## src/rtl/tt_sweep_if.sv

```systemverilog
// Host-side handshake bundle for tt_sweep_ctrl.
//  master : host/test controller (drives start/abort, observes status and results)
//  slave  : sweep controller (drives busy/done and the captured results)
// Signals:
//  start        request a sweep
//  abort        cancel a running sweep
//  busy         sweep in progress
//  done         one-cycle completion pulse
//  tt_o         captured truth table, 2^NIN bits
//  match        captured table equals the golden table
//  mismatch_vld at least one index differed
//  mismatch_idx lowest differing index
interface tt_sweep_if #(
  parameter int unsigned NIN = 7
);
  logic                   start;
  logic                   abort;
  logic                   busy;
  logic                   done;
  logic [(1 << NIN)-1:0]  tt_o;
  logic                   match;
  logic                   mismatch_vld;
  logic [NIN-1:0]         mismatch_idx;

  modport master (
    output start, abort,
    input  busy, done, tt_o, match, mismatch_vld, mismatch_idx
  );

  modport slave (
    input  start, abort,
    output busy, done, tt_o, match, mismatch_vld, mismatch_idx
  );
endinterface

```

## src/rtl/tt_sweep_ctrl.sv

```systemverilog
// Exhaustive truth-table sweeper for a NIN-input combinational function block.
// Drives every vector 0..2^NIN-1 on x_o, captures f_i into tt_o and compares against EXPECTED,
// reporting a match flag and the lowest mismatching index.
// Ports:
//  clk   rising-edge clock
//  rst   synchronous active-high reset
//  host  tt_sweep_if.slave: start/abort in; busy/done/tt_o/match/mismatch_* out
//  x_o   vector driven to the function block
//  f_i   function output (combinational from x_o)
// Configuration macro: TT_PIPE_EN -- registers f_i once before capture and adds a DRAIN state,
// moving done one cycle later. Undefined (default): combinational capture.
module tt_sweep_ctrl #(
  parameter int unsigned          NIN      = 7,
  parameter logic [(1<<NIN)-1:0]  EXPECTED = 128'hfee8eaa8eaa8e8a8eae8eaa8eaa8e880
) (
  input  logic           clk,
  input  logic           rst,
  tt_sweep_if.slave      host,
  output logic [NIN-1:0] x_o,
  input  logic           f_i
);

  localparam int unsigned Size = 1 << NIN;
  localparam logic [NIN:0] IdxLast = {1'b0, {NIN{1'b1}}};

  typedef enum logic [1:0] {StIdle, StSweep, StDrain, StDone} state_e;

  state_e          state_q, state_d;
  logic [NIN:0]    idx_q, idx_d;
  logic [Size-1:0] tt_q, tt_d;
  logic            match_q, match_d;
  logic            mm_vld_q, mm_vld_d;
  logic [NIN-1:0]  mm_idx_q, mm_idx_d;

  logic            cap_en;
  logic [NIN-1:0]  cap_idx;
  logic            cap_bit;

`ifdef TT_PIPE_EN
  // One-deep capture pipeline: sample of f_i plus the index it belongs to.
  logic            f_q;
  logic [NIN-1:0]  idx_p_q;
  logic            vld_q;

  always_ff @(posedge clk) begin
    if (rst) begin
      f_q     <= 1'b0;
      idx_p_q <= '0;
      vld_q   <= 1'b0;
    end else begin
      f_q     <= f_i;
      idx_p_q <= idx_q[NIN-1:0];
      vld_q   <= (state_q == StSweep) && !host.abort;
    end
  end

  // An abort discards the sample still sitting in the pipeline.
  always_comb begin
    cap_en  = vld_q && !host.abort;
    cap_idx = idx_p_q;
    cap_bit = f_q;
  end
`else
  always_comb begin
    cap_en  = (state_q == StSweep) && !host.abort;
    cap_idx = idx_q[NIN-1:0];
    cap_bit = f_i;
  end
`endif

  always_comb begin
    state_d  = state_q;
    idx_d    = idx_q;
    tt_d     = tt_q;
    match_d  = match_q;
    mm_vld_d = mm_vld_q;
    mm_idx_d = mm_idx_q;

    if (cap_en) begin
      tt_d[cap_idx] = cap_bit;
      // Only the first (lowest) differing index is recorded.
      if ((cap_bit != EXPECTED[cap_idx]) && !mm_vld_q) begin
        mm_vld_d = 1'b1;
        mm_idx_d = cap_idx;
      end
    end

    unique case (state_q)
      StIdle: begin
        if (host.start) begin
          state_d  = StSweep;
          idx_d    = '0;
          tt_d     = '0;
          match_d  = 1'b0;
          mm_vld_d = 1'b0;
          mm_idx_d = '0;
        end
      end
      StSweep: begin
        if (host.abort) begin
          state_d = StIdle;
          idx_d   = '0;
        end else if (idx_q == IdxLast) begin
          // idx holds at the last vector so x_o never leaves the valid range.
`ifdef TT_PIPE_EN
          state_d = StDrain;
`else
          state_d = StDone;
          match_d = !mm_vld_d;
`endif
        end else begin
          idx_d = idx_q + 1'b1;
        end
      end
      StDrain: begin
        if (host.abort) begin
          state_d = StIdle;
          idx_d   = '0;
        end else begin
          state_d = StDone;
          match_d = !mm_vld_d;
        end
      end
      StDone: begin
        state_d = StIdle;
        idx_d   = '0;
      end
      default: begin
        state_d = StIdle;
        idx_d   = '0;
      end
    endcase
  end

  always_ff @(posedge clk) begin
    if (rst) begin
      state_q  <= StIdle;
      idx_q    <= '0;
      tt_q     <= '0;
      match_q  <= 1'b0;
      mm_vld_q <= 1'b0;
      mm_idx_q <= '0;
    end else begin
      state_q  <= state_d;
      idx_q    <= idx_d;
      tt_q     <= tt_d;
      match_q  <= match_d;
      mm_vld_q <= mm_vld_d;
      mm_idx_q <= mm_idx_d;
    end
  end

  assign x_o               = idx_q[NIN-1:0];
  assign host.busy         = (state_q == StSweep) || (state_q == StDrain);
  assign host.done         = (state_q == StDone);
  assign host.tt_o         = tt_q;
  assign host.match        = match_q;
  assign host.mismatch_vld = mm_vld_q;
  assign host.mismatch_idx = mm_idx_q;

endmodule

```

## src/flat_wrapper.sv

```systemverilog
// flat-port wrapper written by rule: the top's interface ports become plain ports
module tt_sweep_ctrl_flat 
#(
  parameter int unsigned          NIN      = 7,
  parameter logic [(1<<NIN)-1:0]  EXPECTED = 128'hfee8eaa8eaa8e8a8eae8eaa8eaa8e880
)
  (clk, rst, x_o, f_i, host_start, host_abort, host_busy, host_done, host_tt_o, host_match, host_mismatch_vld, host_mismatch_idx);
  tt_sweep_if #(.NIN(NIN)) host_i ();
  input  logic clk;
  input  logic rst;
  output logic [NIN-1:0] x_o;
  input  logic f_i;
  input wire logic [$bits(host_i.start)-1:0] host_start;
  input wire logic [$bits(host_i.abort)-1:0] host_abort;
  output wire logic [$bits(host_i.busy)-1:0] host_busy;
  output wire logic [$bits(host_i.done)-1:0] host_done;
  output wire logic [$bits(host_i.tt_o)-1:0] host_tt_o;
  output wire logic [$bits(host_i.match)-1:0] host_match;
  output wire logic [$bits(host_i.mismatch_vld)-1:0] host_mismatch_vld;
  output wire logic [$bits(host_i.mismatch_idx)-1:0] host_mismatch_idx;
  assign host_i.start = host_start;
  assign host_i.abort = host_abort;
  assign host_busy = host_i.busy;
  assign host_done = host_i.done;
  assign host_tt_o = host_i.tt_o;
  assign host_match = host_i.match;
  assign host_mismatch_vld = host_i.mismatch_vld;
  assign host_mismatch_idx = host_i.mismatch_idx;
  tt_sweep_ctrl #(.NIN(NIN), .EXPECTED(EXPECTED)) u_core (.clk(clk), .rst(rst), .host(host_i), .x_o(x_o), .f_i(f_i));
endmodule
```

## config.mk

```make
export PLATFORM = sky130hd
export DESIGN_NAME = tt_sweep_ctrl_flat
export DESIGN_NICKNAME = d
export VERILOG_FILES = /design/src/rtl/tt_sweep_if.sv /design/src/rtl/tt_sweep_ctrl.sv /design/src/flat_wrapper.sv
export SDC_FILE = /design/constraint.sdc
export NUM_CORES = 1
export LEC_CHECK = 0
export CAP_MARGIN = 20
export CORE_MARGIN = 1
export CORE_UTILIZATION = 50
export CTS_CLUSTER_SIZE = 12
export DETAILED_ROUTE_END_ITERATION = 8
export PLACE_DENSITY = 0.89
export SYNTH_ARGS = -nofsm -noshare
export SYNTH_HDL_FRONTEND = slang
export SYNTH_SLANG_ARGS = --single-unit
```

## constraint.sdc

```tcl
create_clock -name clk -period 2.5 [get_ports clk]
set_input_delay 0.25 -clock clk [delete_from_list [all_inputs] [get_ports clk]]
set_output_delay 0.25 -clock clk [all_outputs]
set_load 0.02 [all_outputs]
```

* Yosys cells after proc, flatten, opt, wreduce, memory -nomap -nowiden *
Memory sizes are Yosys's and may differ from the RTL's. A register that Yosys moved wholly into a read port is not among the register bits.
Index checks and enable logic that the tools add are counted.

word-level totals
  bits of input ports = 5
  memory bits (read-only) = 128
  bits in registers = 147
  word-level logic and storage cells = 66
  memories = 1
  output and inout bits = 146

cells by class
  equal/unequal tests = 12
  add/sub/neg operators = 1
  muxes and demuxes = 32
  $lt $le $gt $ge = 2
  reduce and logical (&&, ||, !) cells = 12

memories
  memory            depth  bits a word  rd ports  clocked after Yosys merged registers in  wr ports  line                 RTL
  (name not given)  128    1            1         1                                        0         tt_sweep_ctrl.sv:82  if ((cap_bit != EXPECTED[cap_idx]) && !mm_vld_q) begin

operators by type and width
  operator                                                                              count
  128-bit 2-to-1 mux                                                                    3
  128-bit bitwise mux                                                                   1
  7-bit 2-to-1 mux                                                                      6
  8-bit 2-to-1 mux                                                                      4
  8-bit case mux with 4 select lines                                                    1
  1-bit 2-to-1 mux                                                                      10
  2-bit inequality test (second input constant)                                         5
  8-bit by 1-bit adder with 8-bit output (second input constant)                        1
  8-bit by 7-bit equality test with 1-bit output (second input constant)                1
  7-bit by 8-bit < comparator with 1-bit output (second input constant)                 1
  2-bit 2-to-1 mux                                                                      4
  2-bit case mux with 4 select lines                                                    1
  1-bit demux with 7-bit select                                                         1
  7-bit by 1-bit greater-or-equal comparator with 1-bit output (second input constant)  1
  3-bit inequality test (second input constant)                                         2
  5-bit AND reduction                                                                   1
  2-bit equality test (second input constant)                                           2
  1-bit logical AND                                                                     3
  1-bit zero test                                                                       3
  1-bit case mux with 3 select lines                                                    1
  3-bit AND reduction                                                                   1
  3-bit nonzero test                                                                    1
  2-bit by 1-bit equality test with 1-bit output (second input constant)                1
  2-bit zero test                                                                       1
  3 further kinds                                                                       3

* Depth between registers and ports, before layout *
Gate-level depths: netlist (run 1).

  depth in word-level cells = 10
  depth in mapped cells = 11
  gate-level depth less buffers = 10

* Least setup slack after synthesis (run 1) *
OpenSTA, ideal clock, no wires.

  path type = register to register
  start = register u_core.state_q[0]
  end = register with a tool-made name
  slack = 0.319 ns
  arrival time = 2.052 ns
  path buffers = 0
  library setup time = 0.130 ns
  required time = 2.370 ns
  clock period less this slack = 2.181 ns
  cell stages (with the launch flop) = 11
  path through = dfxtp_1 > inv_1 > ha_1 > nand2b_1 > nand2_2 > o31ai_1 > and3_1 > o21bai_1 > a22o_1 > o221ai_1 > a32oi_1

RTL lines
  element                   line                  RTL
  start: declaration        tt_sweep_ctrl.sv:28   state_e state_q, state_d;
  start signal: assignment  tt_sweep_ctrl.sv:137  state_q <= StIdle;
  start signal: assignment  tt_sweep_ctrl.sv:144  state_q <= state_d;

==> results of run 1 <==
==> path summary, 6_finish.rpt <==
kind,startpoint,to,slack (ps),cells after the start
min,f_i,u_core.host.mismatch_vld,290,5
max reg2reg,u_core.state_q[0],register,70,10
min reg2reg,u_core.host.tt_o[74],u_core.host.tt_o[74],470,2
max,u_core.state_q[0],register,70,10
==> sequential cells by signal, summed over array words and instances (netlist names), named ones only <==
signal,flops
u_core.host.tt_o,128
u_core.idx_q,8
u_core.state_q,2
u_core.host.mismatch_vld,1
u_core.host.mismatch_idx,7
u_core.host.match,1
==> cell usage in the layout (no fill, tap or decap), types with 3 or more instances in the layout <==
| cell | Yosys | routed |
|---|---|---|
| clkbuf_16 | 0 | 17 |
| buf_4 | 7 | 53 |
| xnor2_1 | 3 | 3 |
| nand3_1 | 137 | 137 |
| dfxtp_1 | 148 | 146 |
| nor3_1 | 13 | 10 |
| clkdlybuf4s50_1 | 0 | 149 |
| or3_1 | 3 | 3 |
| o21ai_0 | 130 | 130 |
| nand2b_1 | 9 | 8 |
| xor2_1 | 3 | 3 |
| nor3b_2 | 4 | 4 |
| buf_12 | 0 | 4 |
| a21oi_1 | 138 | 138 |
| ha_1 | 5 | 5 |
| nor2_1 | 34 | 33 |
| inv_6 | 0 | 5 |
| nor2b_1 | 8 | 6 |
| inv_1 | 5 | 5 |
| nor4_1 | 3 | 3 |
| nor3_2 | 1 | 4 |
| mux2i_1 | 7 | 7 |
| nand2_1 | 25 | 24 |
==> tightest hold or removal path, cell delays in order <==
cell,delay [ps]
buf_4,110
xnor2_1,90
nor2_1,90
nor2_1,60
nor2_1,70
==> area by class of cell <==
cell class              instances  area (um^2)  area share (%)
clock inverters                14          169            1.90
clock buffers                  17          425            4.78
inverters                       5         18.8           0.211
repair buffers                206         1970            22.1
multi-input cells             566         3140            35.3
well taps                     168          210            2.36
flip-flops and latches        148         2970            33.3
==> routing by layer <==
layer	track usage (%)	share of wire, %
met3	6.75	11
met4	16.5	3.5
met2	53.7	47
met5	0	0
met1	41.3	38
==> repair_timing <==
item                                    4_1_cts  5_1_grt
endpoints found under the setup margin        0        1
setup buffers                                 0        2
resized for setup                             0       14
==> power breakdown <==
group,internal (mW),switching (mW)
Sequential,2.37,0.00758
Combinational,0.115,0.243
Clock,1.50,1.07
==> cells by family (layout without fill, tap and decap cells) <==
| family | Yosys count | after routing | synth area share, % |
|---|---|---|---|
| buffers and inverters | 75 | 242 | 5.35 |
| AND/OR/NAND/NOR | 260 | 260 | 21.9 |
| XOR/XNOR | 6 | 6 | 0.823 |
| adder cells (fa/ha/maj) | 5 | 5 | 0.979 |
| multiplexers | 7 | 7 | 1.10 |
| AO/OA/AOI/OAI | 288 | 288 | 23.5 |
| flip-flops | 148 | 148 | 46.4 |
==> results.py, run 1 <==
metrics = {
    "logic_synthesis": {
        "synthesis.nets": 799,
        "ys_seq_elements": 148,
        "avgSynthCellArea_um2": 8.10,
        "post-synth-top-count-cell": "dfxtp_1",
        "yosysTopAreaCellShare_pct": 46.4,
        "syn_inst": 789,
        "syn_area_um2": 6390,
        "ys.flop_type": "dfxtp_1",
        "ys_top_cells_by_area": "dfxtp_1 46%, a21oi_1 11%, nand3_1 11%",
        "synth_common_cells": "148 x dfxtp_1, 138 x a21oi_1, 137 x nand3_1",
        "synth_warnings": 0,
        "yosysTopAreaCell": "dfxtp_1",
        "ys_seq_area_share_pct": 46.4,
        "ys_types": 57,
        "synthArstFlopShare_pct": 0,
        "synth_edf_count": 0,
    },
    "drt": {
        "drt-vias-per-instance": 6.24,
        "first_pass_iters": 6,
        "drtIter0Drc": 1015,
        "avgRoutedWirePerCell_um": 19.4,
        "wirelength_mm": 21.8,
        "drc": 0,
        "final_antenna_net_count": 0,
        "vias": 7017,
    },
    "critical_path": {
        "critical_path.slowest_cell": "dfxtp_2",
        "cp_num_buf_inv": 1,
        "crit_arrival_ps": 2770,
        "cpPeakStageDelay_ps": 360,
        "cp_cell_sequence": "inv_1 -> ha_1 -> nand2b_1 -> nand2_2 -> nor4_4 -> xor2_1 -> a21oi_1 -> nor3_1 -> o221ai_1 -> a32oi_1",
        "critPathRequiredTime_ps": 2840,
        "cp_top_family": "simple AND/OR/NAND/NOR gates",
        "startpoint_type": "register",
        "endpoint_kind": "register",
        "critPathMaxFanout": 6,
        "path_class": "reg -> reg",
    },
    "clock_network": {
        "path_clk_slew_ps": 60,
        "htreeDepth": 4,
        "clock-sinks": 148,
        "cts_buffers": 17,
        "postCtsHoldBufs": 0,
        "cts_root_buffer": "clkbuf_16",
        "clockBufferDepth": 2,
        "insertion_delay_ps": 420,
        "cts_tree": "built",
    },
    "die": {
        "io_pins": 151,
        "fp.coreArea_um2": 12200,
        "die_width_um": 115,
        "die_height_um": 115,
        "rows": 40,
        "initial_utilization_pct": 52.3,
        "die_area_um2": 13200,
    },
    "status": {
        "status": "complete, no violations",
    },
    "layout": {
        "syn_to_final_growth_pct": 39.3,
        "layout-drive-gt1-share_pct": 12.6,
        "layout.nets": 954,
        "postLayoutCellArea_um2": 8900,
        "final_util_pct": 72.9,
        "final_cells": 1124,
        "antennaDiodeCount": 0,
        "n_fill_cell": 931,
    },
    "sta": {
        "post-route-period-util_pct": 97.2,
        "skew_ps": 7.89,
        "worst_pin_slew_ps": 759,
        "relSlewSlack_pct": 49.2,
        "max_freq_mhz": 412,
        "setup-violations-final": 0,
        "layout_setup_ws_ps": 70.3,
        "holdWs_ps": 294,
        "tns_ps": 0,
        "hold_violations": 0,
        "period_minus_slack_ps": 2430,
        "maxSlewViolCount": 0,
    },
    "place": {
        "placed_cell_area_um2": 8250,
        "dpl.hpwl_mm": 14.0,
        "dp_cells": 1091,
        "place_congestion": 0.923,
        "place_ws_ps": -101,
        "io_buffers": 150,
    },
    "grt": {
        "grt_pass1_wl_mm": 33.6,
        "grtUsageTotal_pct": 32.9,
        "grt_max_degree": 129,
        "grt_pass1_vias": 6393,
        "antenna_found_initial": 0,
        "grt_overflow": 0,
    },
    "power": {
        "powerDensity_nw_per_um2": 595,
        "peakVddDrop_mv": 0.385,
        "p_leak_nw": 2.87,
        "power.total_mw": 5.30,
    },
    "run": {
        "maxCapViolCount": 0,
    },
    "min_path": {
        "hp-class": "in -> reg",
    },
}
No activity file was read; power rests on OpenSTA's default activity.
==> inputs of run 2 (changes only) <==
- CAP_MARGIN: 20 -> 15
==> results of run 2 <==
No change in the layout: final DEF, timing and power equal those of run 1.
==> inputs of run 3 (changes only) <==
- TNS_END_PERCENT: default -> 20
==> results of run 3 <==
No change in the layout: final DEF, timing and power equal those of run 1.
